**src/rtl/ccff_chain_loader.sv**
```systemverilog
// Streams a word-wide bitstream serially into a configuration flip-flop chain,
// optionally followed by a readback pass that compares the chain tail against a re-sent stream.
module ccff_chain_loader #(
  parameter int CHAIN_LEN = 1024,
  parameter int WORD_W    = 8
) (
  input  logic              prog_clk,
  input  logic              prog_reset,
  input  logic              start,
  input  logic              verify_en,
  input  logic [WORD_W-1:0] din,
  input  logic              din_valid,
  output logic              din_ready,
  output logic              ccff_head,
  input  logic              ccff_tail,
  output logic              fab_clk_en,
  output logic              busy,
  output logic              cfg_done,
  output logic              err,
  output logic [15:0]       mismatch_cnt
);

  localparam int CNT_W = $clog2(CHAIN_LEN + 1);
  localparam int IDX_W = (WORD_W > 1) ? $clog2(WORD_W) : 1;
  localparam logic [CNT_W-1:0] LAST_BIT = CNT_W'(CHAIN_LEN - 1);
  localparam logic [IDX_W-1:0] LAST_IDX = IDX_W'(WORD_W - 1);

  typedef enum logic [1:0] {IDLE, LOAD, VERIFY, DONE} state_t;

  state_t            state_q;
  logic              verify_q;
  logic [WORD_W-1:0] buf_q;
  logic              buf_valid_q;
  logic [IDX_W-1:0]  buf_idx_q;
  logic [CNT_W-1:0]  bit_cnt_q;
  logic              busy_q;
  logic              cfg_done_q;
  logic              err_q;
  logic [15:0]       mismatch_cnt_q;

  logic active;
  logic shift;
  logic pass_end;
  logic final_end;
  logic word_end;
  logic accept;

  assign active    = (state_q == LOAD) || (state_q == VERIFY);
  assign shift     = active && buf_valid_q;
  assign pass_end  = shift && (bit_cnt_q == LAST_BIT);
  assign final_end = pass_end && ((state_q == VERIFY) || !verify_q);
  // The last bit of a pass also ends the current word, even if upper bits remain unused.
  assign word_end  = shift && ((buf_idx_q == LAST_IDX) || pass_end);
  // A word arriving on the last shift of the final pass would have nowhere to go.
  assign din_ready = active && (!buf_valid_q || (word_end && !final_end));
  assign accept    = din_valid && din_ready;

  assign fab_clk_en   = shift;
  assign ccff_head    = buf_q[0];
  assign busy         = busy_q;
  assign cfg_done     = cfg_done_q;
  assign err          = err_q;
  assign mismatch_cnt = mismatch_cnt_q;

  always_ff @(posedge prog_clk or negedge prog_reset) begin
    if (!prog_reset) begin
      state_q        <= IDLE;
      verify_q       <= 1'b0;
      buf_q          <= '0;
      buf_valid_q    <= 1'b0;
      buf_idx_q      <= '0;
      bit_cnt_q      <= '0;
      busy_q         <= 1'b0;
      cfg_done_q     <= 1'b0;
      err_q          <= 1'b0;
      mismatch_cnt_q <= '0;
    end else begin
      case (state_q)
        IDLE, DONE: begin
          if (start) begin
            state_q        <= LOAD;
            verify_q       <= verify_en;
            bit_cnt_q      <= '0;
            busy_q         <= 1'b1;
            cfg_done_q     <= 1'b0;
            err_q          <= 1'b0;
            mismatch_cnt_q <= '0;
          end
        end
        default: begin
          if (shift) begin
            bit_cnt_q <= pass_end ? '0 : bit_cnt_q + CNT_W'(1);
            if ((state_q == VERIFY) && (ccff_tail != buf_q[0])) begin
              err_q <= 1'b1;
              if (mismatch_cnt_q != 16'hFFFF) mismatch_cnt_q <= mismatch_cnt_q + 16'd1;
            end
          end
          if (final_end) begin
            state_q    <= DONE;
            busy_q     <= 1'b0;
            cfg_done_q <= 1'b1;
          end else if (pass_end) begin
            state_q <= VERIFY;
          end
          if (accept) begin
            buf_q       <= din;
            buf_valid_q <= 1'b1;
            buf_idx_q   <= '0;
          end else if (word_end) begin
            buf_q       <= '0;
            buf_valid_q <= 1'b0;
            buf_idx_q   <= '0;
          end else if (shift) begin
            buf_q     <= buf_q >> 1;
            buf_idx_q <= buf_idx_q + IDX_W'(1);
          end
        end
      endcase
    end
  end

endmodule

```
**config.mk**
```make
export PLATFORM = sky130hd
export DESIGN_NAME = ccff_chain_loader
export DESIGN_NICKNAME = d
export VERILOG_FILES = /design/src/rtl/ccff_chain_loader.sv
export SDC_FILE = /design/constraint.sdc
export NUM_CORES = 1
export LEC_CHECK = 0
export ABC_CLOCK_PERIOD_IN_PS = 4560
export BUFFER_PORTS_ARGS = -buffer_cell sky130_fd_sc_hd__clkbuf_2
export CAP_MARGIN = 20
export CORE_UTILIZATION = 60
export DETAILED_ROUTE_END_ITERATION = 7
export HOLD_SLACK_MARGIN = 0.15
export MAX_ROUTING_LAYER = met4
export PLACE_DENSITY = 0.94
export SLEW_MARGIN = 25
export SYNTH_ARGS = -nofsm -noshare
export SYNTH_HDL_FRONTEND = slang
export SYNTH_SLANG_ARGS = --single-unit
```
**constraint.sdc**
```tcl
create_clock -name prog_clk -period 4.56 [get_ports prog_clk]
set_input_delay 0.228 -clock prog_clk [delete_from_list [all_inputs] [get_ports prog_clk]]
set_output_delay 0.228 -clock prog_clk [all_outputs]
set_load 0.01 [all_outputs]
```
Yosys cells after proc, flatten, opt, wreduce, memory -nomap -nowiden
Index checks and enable logic that the tools add are counted.
- memories kept: 0
- output and inout port bits: 22
- bits in latches: 0
- register bits after elaboration: 45
- RAM bits: 0
- word-level logic and storage cells: 84
- memory bits (read-only): 0
- input port bits: 14
- shifts and indexed selects: 0
- equal/unequal tests: 8
- multiplexer cells: 30
- magnitude comparators: 0
- div/mod/pow operators: 0
- $add $sub $neg: 3
- reduce and logical (&&, ||, !) cells: 32
- bitwise gates (word level): 1
- multiply operators: 0
- operator list (kind ; count):
    16-bit two-way mux ; 5
    11-bit two-way mux ; 4
    8-bit two-way mux ; 3
    16-bit by 1-bit adder with 16-bit output (second input constant) ; 1
    16-bit inequality test (second input constant) ; 1
    2-bit AND reduction ; 6
    11-bit by 1-bit adder with 11-bit output (second input constant) ; 1
    11-bit by 10-bit equality test with 1-bit output (second input constant) ; 1
    1-bit two-way mux ; 11
    2-bit nonzero test ; 5
    3-bit two-way mux ; 3
    1-bit logical AND ; 8
    2-bit two-way mux ; 4
    3-bit nonzero test ; 2
    2-bit equality test (second input constant) ; 2
    1-bit logical OR ; 4
    4-bit AND reduction ; 1
    3-bit by 1-bit adder with 3-bit output (second input constant) ; 1
    3-bit equality test (second input constant) ; 1
    1-bit logical NOT ; 3
    3-bit AND reduction ; 1
    2-bit by 1-bit equality test with 1-bit output (second input constant) ; 1
    2-bit logical NOT ; 1
    2-bit inequality test (second input constant) ; 1
    other kinds (3) ; 3

Longest topological paths before layout
Gate-level depths: netlist of the first run.
- word-level depth: 12
- gate-level depth with buffers: 9
- gate-level depth less buffers: 7

Worst setup path before layout of the first run
Ideal clock, no wire load.
- path type: register to register
- start point: reg state_q[0]
- end point: reg mismatch_cnt_q[14] (netlist: mismatch_cnt[14])
- setup slack: 2.700 ns
- data arrival time: 1.726 ns
- library setup time: 0.134 ns
- clock period less this slack: 1.860 ns
- path buffers: 2
- data required time: 4.426 ns
- stages on the path, launching flop included: 10
- path through: dfrtp_1 > inv_1 > ha_1 > buf_6 > nand2b_4 > clkinv_4 > a31oi_4 > buf_4 > o41ai_1 > a21oi_1
- longest elaborated chain between the ends: 5
- elaborated cells on any way between the ends: 14
- classes of those cells: eq/ne: 4; mux: 1; reduce/logical: 9
- RTL lines (item ; RTL line ; source):
    start, declared ; 30 ; state_t state_q;
    start signal, assigned ; 67 ; state_q <= IDLE;
    start signal, assigned ; 81 ; state_q <= LOAD;
    start signal, assigned ; 99 ; state_q <= DONE;
    2-bit by 1-bit equality test with 1-bit output or 2-bit equality test (tied branches) ; 48 ; assign active = (state_q == LOAD) || (state_q == VERIFY);
    1-bit logical OR (*) ; 48 ;
    1-bit logical AND (*) ; 49 ; assign shift = active && buf_valid_q;
    named net fab_clk_en ; 16 ; output logic fab_clk_en,
    2-bit nonzero test (no line) (*) ; - ;
    4-bit AND reduction (no line) (*) ; - ;
    end signal, assigned ; 95 ; if (mismatch_cnt_q != 16'hFFFF) mismatch_cnt_q <= mismatch_cnt_q + 16'd1;
    end, declared ; 39 ; logic [15:0] mismatch_cnt_q;
Mark *: on every way through the listed nets, which the timed path passes. The rest lies on a longest branch.
A chain may end at the register's enable or synchronous reset.

Final worst setup path of the first run
- start point: reg bit_cnt_q[0]
- end point: out din_ready
- longest elaborated chain between the ends: 7
- elaborated cells on any way between the ends: 9
- classes of those cells: eq/ne: 1; reduce/logical: 8
- RTL lines (item ; RTL line ; source):
    start, declared ; 35 ; logic [CNT_W-1:0] bit_cnt_q;
    start signal, assigned ; 92 ; bit_cnt_q <= pass_end ? '0 : bit_cnt_q + CNT_W'(1);
    11-bit by 10-bit equality test with 1-bit output (*) ; 50 ; assign pass_end = shift && (bit_cnt_q == LAST_BIT);
    1-bit logical AND (*) ; 50 ;
    1-bit logical OR or 1-bit logical AND (tied branches) ; 53, 51 ;
    1-bit logical AND or 1-bit logical NOT (tied branches) ; 53, 55 ;
    1-bit logical AND (*) ; 55 ; assign din_ready = active && (!buf_valid_q || (word_end && !final_end));
    1-bit logical OR (*) ; 55 ;
    1-bit logical AND (*) ; 55 ;
    end, declared ; 13 ; output logic din_ready,
Every way passes the cells marked *; elsewhere a longest branch is shown, timed or not.

==> insert_results.sql, run 1 <==
INSERT INTO impl_metrics (metric_group, metric, value, unit) VALUES
('worst_setup_path', 'timing.critical_path.max_delay_family', 'simple AND/OR/NAND/NOR gates', ''),
('timing', 'setup_violations', '0', ''),
('drt', 'detail-route-antenna-nets', '0', ''),
('clock_network', 'cts_tree', 'done', ''),
('clock_network', 'post_cts.repair.setup_buffers', '0', ''),
('yosys', 'syn_area', '2540', 'sq um'),
('drt', 'route.detailed.wl_per_inst', '15.5', 'um'),
('drt', 'routed_wl', '5340', 'um'),
('final_layout', 'ant_diodes', '0', ''),
('yosys', 'syn_avg_cell_area', '9.89', 'sq um'),
('worst_setup_path', 'critical_path_buf_inv_count', '1', ''),
('drt', 'route.detailed.vias_per_inst', '6.26', ''),
('final_layout', 'area.growth.synth_to_final', '13.7', '%'),
('yosys', 'number_of_enable_type_register_cells_in_the_synthesized_netlist', '0', ''),
('worst_setup_path', 'worstPathRequired', '4330', 'ps'),
('final_layout', 'num-nets-final', '313', ''),
('grt', 'grt_pass1_wl', '8890', 'um'),
('clock_network', 'cts-buffers-inserted', '5', ''),
('grt', 'grt_overflow_total', '0', ''),
('clock_network', 'worstSkewPairLatency', '300', 'ps'),
('drt', 'detail_route.first_pass.iterations', '4', ''),
('worst_setup_path', 'critical_path_class', 'register to output port', ''),
('yosys', 'syn-instance-count', '257', ''),
('timing', 'slew_viol_final', '0', ''),
('worst_setup_path', 'start_kind', 'register', ''),
('final_layout', 'proportion_of_layout_cells_with_a_drive_suffix_above_1', '0.197', ''),
('die', 'die_height', '67.1', 'um'),
('power_and_ir_drop', 'worst_ir_drop_vdd', '256', 'uV'),
('die', 'dieWidth', '67.1', 'um'),
('grt', 'gr-usage-all-layers', '0.270', ''),
('worst_setup_path', 'path_cells', 'ha_1 -> and4_1 -> nand3_1 -> o211a_1 -> nor2_1 -> clkbuf_2', ''),
('timing', 'fin_setup_tns', '0', 'ps'),
('drt', 'number_of_vias_in_the_routed_layout', '2158', ''),
('die', 'ios', '36', ''),
('yosys', 'ys_ff_latch', '45', ''),
('timing', 'hold_viol', '0', ''),
('timing', 'grt_setup_unrepaired', 'false', ''),
('die', 'floorplan.rows', '23', ''),
('worst_setup_path', 'end_kind', 'output port', ''),
('yosys', 'synth_fp_nets', '276', ''),
('clock_network', 'cts_htree_levels', '2', ''),
('placement', 'gp_routability_congestion', '0.813', ''),
('worst_setup_path', 'slowest_delay', '420', 'ps'),
('grt', 'first_global_vias', '2002', ''),
('drt', 'drc_errors', '0', ''),
('grt', 'antenna_found_initial', '0', ''),
('clock_network', 'buffer_type_at_the_clock_tree_root', 'sky130_fd_sc_hd__clkbuf_8', ''),
('die', 'placeableCoreArea', '4030', 'sq um'),
('timing', 'slew_headroom', '0.401', ''),
('power_and_ir_drop', 'power_per_cell_area', '390', 'nW/um^2'),
('timing', 'clock-skew-final', '4.79', 'ps'),
('timing', 'max_freq', '0.423', 'GHz'),
('placement', 'place.detailed.hpwl', '3730', 'um'),
('yosys', 'yosysWarningCount', '0', ''),
('power_and_ir_drop', 'leakage', '0.00127', 'uW'),
('placement', 'portBuffers', '35', ''),
('status', 'run_status', 'finished clean', ''),
('power_and_ir_drop', 'totalPowerFinal', '1130', 'uW'),
('worst_setup_path', 'worst_path_max_delay_cell', 'sky130_fd_sc_hd__dfrtp_1', ''),
('grt', 'grt_start_max_net_pins', '46', ''),
('clock_network', 'cts.sink_count', '45', ''),
('die', 'floorplan.die_area', '4500', 'sq um'),
('timing', 'worst_pin_slew', '897', 'ps'),
('clock_network', 'clkSlewWorstSetupHoldPaths', '90', 'ps'),
('yosys', 'async_reset_ff_frac', '1.00', ''),
('drt', 'first_iter_violations', '168', ''),
('worst_setup_path', 'critical_path_arrival', '2130', 'ps'),
('die', 'floorplan.initialDensity', '0.631', ''),
('timing', 'fin_crit_sh', '0.518', ''),
('yosys', 'seq_area_frac_synth', '0.443', ''),
('min_path', 'hold_path_class', 'primary input to register', ''),
('timing', 'finalCriticalPeriod', '2360', 'ps'),
('worst_setup_path', 'critPathMaxFanout', '9', ''),
('yosys', 'postSynth.topFlopCell', 'sky130_fd_sc_hd__dfrtp_1', ''),
('yosys', 'synthDistinctLibCells', '56', ''),
('job', 'drv_cap', '0', ''),
('clock_network', 'cts-root-to-sink-buffers', '2', '');
final timing paths:
| check | startpoint | to | slack [ps] | depth (start not counted) |
|---|---|---|---|---|
| setup / recovery | bit_cnt_q[0] | din_ready | 2200 | 6 |
| hold / removal | din[5] | buf_q[5] | 160 | 3 |
| setup reg to reg | state_q[0] | mismatch_cnt[12] | 2340 | 6 |
| hold reg to reg | cfg_done | cfg_done | 490 | 2 |
| max in group asynchronous | prog_reset | bit_cnt_q[1] | 3620 | 3 |
| min in group asynchronous | prog_reset | mismatch_cnt[4] | 530 | 3 |
timing repair:
action                                 in CTS  in global routing
hold buffers                                6                  0
endpoints found under the hold margin      50                  0
gates resized for setup                     0                  0
registers in the layout, indices dropped and copies added, names as in the netlist:
signal,flops
bit_cnt_q,11
mismatch_cnt,16
cfg_done,1
verify_q,1
buf_idx_q,3
state_q,2
buf_valid_q,1
buf_q,8
err,1
busy,1
per-layer routing:
metal	vias to the layer above	part of all wire	GRT usage
met3	8	0.045	0.0514
li1	1039	-	-
met2	56	0.51	0.454
met1	1055	0.43	0.320
met5	-	0	-
met4	0	0.012	0.0957
Yosys cell counts, drive strengths merged, types with 5 or more instances:
master / instances / share of area
a211oi: 9 / 0.027
a21oi: 6 / 0.012
a22oi: 7 / 0.021
and3: 5 / 0.014
buf: 8 / 0.023
dfrtp: 45 / 0.44
ha: 5 / 0.025
inv: 5 / 0.0074
mux2i: 12 / 0.047
nand2: 43 / 0.064
nand2b: 13 / 0.035
nand3: 17 / 0.038
o21ai: 15 / 0.030
logic make-up (layout without fill, tap and decap cells):
logic type      after synthesis  in the layout  synth area share
mux                          13             13            0.0517
compound gates               68             68             0.200
flops                        45             45             0.443
fa+ha+maj                     5              5            0.0246
xor+xnor                      2              2           0.00985
simple gates                106            106             0.231
buf+inv                      18             56            0.0394
worst reg2reg max path, cell delays in order, from the launching register on:
cell and delay [ps]:
sky130_fd_sc_hd__dfrtp_1 350, sky130_fd_sc_hd__inv_1 50, sky130_fd_sc_hd__ha_1 460, sky130_fd_sc_hd__and2_1 440, sky130_fd_sc_hd__a31oi_4 160, sky130_fd_sc_hd__or4b_1 520
sky130_fd_sc_hd__a21oi_1 170
cell usage in the layout, fill, tap and decap left out, drive strengths merged, types with 2 or more instances in the layout:
cell type,instances
nand4,4
a21o,2
a2111oi,3
o21bai,2
o22ai,3
dfrtp,45
nand3,17
and4,3
o31ai,3
a22o,3
a41oi,2
dlygate4sd3,6
nand2,43
a22oi,7
and3,5
nor3b,2
nor3,4
nor2,3
xor2,2
ha,5
a21oi,6
a31oi,4
mux2i,12
nand2b,13
nor4,2
or4b,2
o41ai,3
inv,5
o21ai,15
and2,3
a211oi,9
clkbuf,40
clkinv,2
cell type report:
cell class / count / area, sq um
fill: 299 / 1140
clock buffer: 5 / 68.8
tap: 50 / 62.6
clock inverter: 3 / 46.3
sequential: 45 / 1130
timing repair buffer: 42 / 243
inverter: 6 / 27.5
multi-input combinational: 194 / 1320
power breakdown:
group          total [uW]  internal (uW)  leakage (uW)  switching, uW
logic                 287            122      0.000625            165
clock network         306            164     0.0000543            142
registers             535            469      0.000594           66.1
per-stage QoR:
stage	hold slack, ps	setup WS [ps]	std cells	util	cell area [sq um]
after CTS	151	2200	345	0.717	2890
after global routing	168	2050	345	0.717	2890
after detailed placement	345	2350	331	0.674	2710
final	159	2200	345	0.717	2890
after floorplan	-67.6	2700	257	-	2540
after global placement	346	2450	331	0.674	2710
Note: power is estimated with default switching activity, not from simulation.
==> run 2, diff against run 1 <==
Settings changed: ABC_CLOCK_PERIOD_IN_PS 4560 to 2400, CORE_UTILIZATION 60 to 57, PLACE_DENSITY 0.94 to 0.9.
Clock period 4.56 ns to 2.4 ns, I/O delays scaled along.
==> run 2 against run 1 <==
Compared with the run above: sequential cell count unchanged; clock-buffer cell count increased by 2; critical path depth unchanged; combinational power increased by 99%; sequential power increased by 91%; first-iteration DRC count increased by 7.7%; utilization decreased by 0.090 points; sequential share of layout area decreased by 1.0 points; register-to-register slack got worse by 2000 ps; setup slack got worse by 2000 ps; global-route usage increased by 0.65 points; final area increased by 2.7%; largest cell class unchanged.
==> insert_results.sql, run 2 (synthesized netlist as in run 1, its figures left out) <==
INSERT INTO impl_metrics (metric_group, metric, value, unit) VALUES
('status', 'run_status', 'finished clean', ''),
('worst_setup_path', 'critical_path_arrival', '2100', 'ps'),
('power_and_ir_drop', 'leakage', '0.00132', 'uW'),
('die', 'placeableCoreArea', '4140', 'sq um'),
('power_and_ir_drop', 'power_per_cell_area', '737', 'nW/um^2'),
('timing', 'grt_setup_unrepaired', 'false', ''),
('worst_setup_path', 'reg2reg_setup_slack', '380', 'ps'),
('drt', 'number_of_vias_in_the_routed_layout', '2213', ''),
('clock_network', 'clkSlewWorstSetupHoldPaths', '80', 'ps'),
('worst_setup_path', 'start_kind', 'register', ''),
('final_layout', 'num-fill-cells', '305', ''),
('final_layout', 'multi_input_comb_area', '1320', 'sq um'),
('timing', 'fin_crit_sh', '0.924', ''),
('final_layout', 'num-nets-final', '322', ''),
('timing', 'hold_viol', '0', ''),
('timing', 'slew_headroom', '0.537', ''),
('timing', 'worst_pin_slew', '689', 'ps'),
('clock_network', 'cts.sink_count', '45', ''),
('placement', 'gp_routability_congestion', '0.881', ''),
('worst_setup_path', 'rr_startpoint', 'state_q[0]', ''),
('grt', 'first_global_vias', '1968', ''),
('final_layout', 'proportion_of_layout_cells_with_a_drive_suffix_above_1', '0.204', ''),
('drt', 'route.detailed.wl_per_inst', '16.3', 'um'),
('die', 'floorplan.die_area', '4730', 'sq um'),
('final_layout', 'number_of_flip_flops_under_the_largest_register_name', '16', ''),
('worst_setup_path', 'worstPathRequired', '2280', 'ps'),
('die', 'dieWidth', '68.8', 'um'),
('die', 'ios', '36', ''),
('timing', 'setup_violations', '0', ''),
('clock_network', 'cts_repair_resize_count', '0', ''),
('worst_setup_path', 'rr_endpoint', 'mismatch_cnt[12]', ''),
('timing', 'finalCriticalPeriod', '2220', 'ps'),
('power_and_ir_drop', 'worst_ir_drop_vdd', '496', 'uV'),
('drt', 'route.detailed.vias_per_inst', '6.25', ''),
('grt', 'grt_overflow_total', '0', ''),
('grt', 'antenna_found_initial', '0', ''),
('timing', 'slew_viol_final', '0', ''),
('min_path', 'hold_path_class', 'primary input to register', ''),
('clock_network', 'cts_htree_levels', '2', ''),
('timing', 'max_freq', '0.451', 'GHz'),
('final_layout', 'post-route-util', '0.716', ''),
('clock_network', 'buffer_type_at_the_clock_tree_root', 'sky130_fd_sc_hd__clkbuf_8', ''),
('die', 'floorplan.rows', '23', ''),
('final_layout', 'sequential_cell_area', '1130', 'sq um'),
('worst_setup_path', 'critical_path_class', 'register to output port', ''),
('placement', 'place.detailed.hpwl', '3800', 'um'),
('worst_setup_path', 'ff2ff_path_depth', '7', ''),
('drt', 'detail-route-antenna-nets', '0', ''),
('drt', 'detail_route.first_pass.iterations', '6', ''),
('clock_network', 'cts-buffers-inserted', '5', ''),
('drt', 'drc_errors', '0', ''),
('timing', 'fin_setup_tns', '0', 'ps'),
('worst_setup_path', 'end_kind', 'output port', ''),
('grt', 'gr-usage-all-layers', '0.276', ''),
('grt', 'grt_pass1_wl', '9230', 'um'),
('clock_network', 'worstSkewPairLatency', '310', 'ps'),
('job', 'drv_cap', '0', ''),
('grt', 'grt_start_max_net_pins', '46', ''),
('drt', 'first_iter_violations', '181', ''),
('worst_setup_path', 'crit_start', 'bit_cnt_q[0]', ''),
('die', 'floorplan.initialDensity', '0.613', ''),
('timing', 'clock-skew-final', '12.4', 'ps'),
('timing', 'finalHoldWorstSlack', '263', 'ps'),
('die', 'die_height', '68.8', 'um'),
('clock_network', 'cts_tree', 'done', ''),
('final_layout', 'layout_commonest_cell', 'sky130_fd_sc_hd__dfrtp_1', ''),
('clock_network', 'cts-root-to-sink-buffers', '2', ''),
('final_layout', 'area.growth.synth_to_final', '16.8', '%'),
('worst_setup_path', 'critPathMaxFanout', '9', ''),
('drt', 'routed_wl', '5760', 'um'),
('final_layout', 'layout.cells.most_common_list', 'sky130_fd_sc_hd__dfrtp_1 (45), sky130_fd_sc_hd__nand2_1 (43), sky130_fd_sc_hd__clkbuf_2 (35)', ''),
('final_layout', 'ant_diodes', '0', ''),
('worst_setup_path', 'crit_end', 'din_ready', ''),
('placement', 'portBuffers', '35', '');
run 2: changes by cell type in the layout (fill, tap and decap cells not counted):
cell                            delta
sky130_fd_sc_hd__buf_4             +5
sky130_fd_sc_hd__clkinvlp_4        -1
sky130_fd_sc_hd__clkinv_4          -1
sky130_fd_sc_hd__clkbuf_8          +1
sky130_fd_sc_hd__dlygate4sd3_1     +4
sky130_fd_sc_hd__clkbuf_1          +1
run 2: cell type report:
| class | count | share of cell area |
|---|---|---|
| clock buffer | 7 | 0.0291 |
| clock inverter | 1 | 0.0101 |
| inverter | 6 | 0.00927 |
| multi-input combinational | 194 | 0.443 |
| sequential | 45 | 0.379 |
| tap | 50 | 0.0211 |
| timing repair buffer | 51 | 0.108 |
run 2: repair_timing:
action,4_1_cts,5_1_grt
hold endpoints to repair,54,0
endpoints found under the setup margin,0,0
buffers inserted,0,0
hold buffers,10,0
run 2: worst min-delay path by stage:
stage / slack (ps) / endpoint / cells past startpoint / start
global placement: 230 / busy / 2 / prog_reset
finish: 260 / buf_valid_q / 3 / din_valid
detailed placement: 230 / cfg_done / 2 / prog_reset
floorplan: -180 / bit_cnt_q[0] / 0 / prog_reset
CTS: 240 / buf_valid_q / 3 / din_valid
global route: 260 / buf_valid_q / 3 / din_valid
run 2: layer usage:
metal | routed length (um) | global-route usage
met1 | 2530 | 0.366
met2 | 2800 | 0.425
met3 | 307 | 0.0461
met4 | 119 | 0.107
met5 | 0 | -
run 2: power by group:
part	internal [uW]	switching, uW
clock	340	257
sequential	891	129
combinational	253	319
total	1480	705
run 2: per-stage QoR:
step	power [uW]	area [sq um]	setup WS (ps)	instances
5_1_grt	2310	2970	44.3	354
6_report	2190	2970	183	354
2_1_floorplan	1400	2540	540	257
4_1_cts	2180	2970	227	354
3_5_place_dp	1580	2750	416	336
3_3_place_gp	1550	2750	501	336
run 2: critical path: stages (launching register included):
cell and delay [ps]:
sky130_fd_sc_hd__dfrtp_1 410, sky130_fd_sc_hd__ha_1 250, sky130_fd_sc_hd__and4_1 350, sky130_fd_sc_hd__nand3_1 160, sky130_fd_sc_hd__o211a_1 350, sky130_fd_sc_hd__nor2_1 130, sky130_fd_sc_hd__clkbuf_2 150
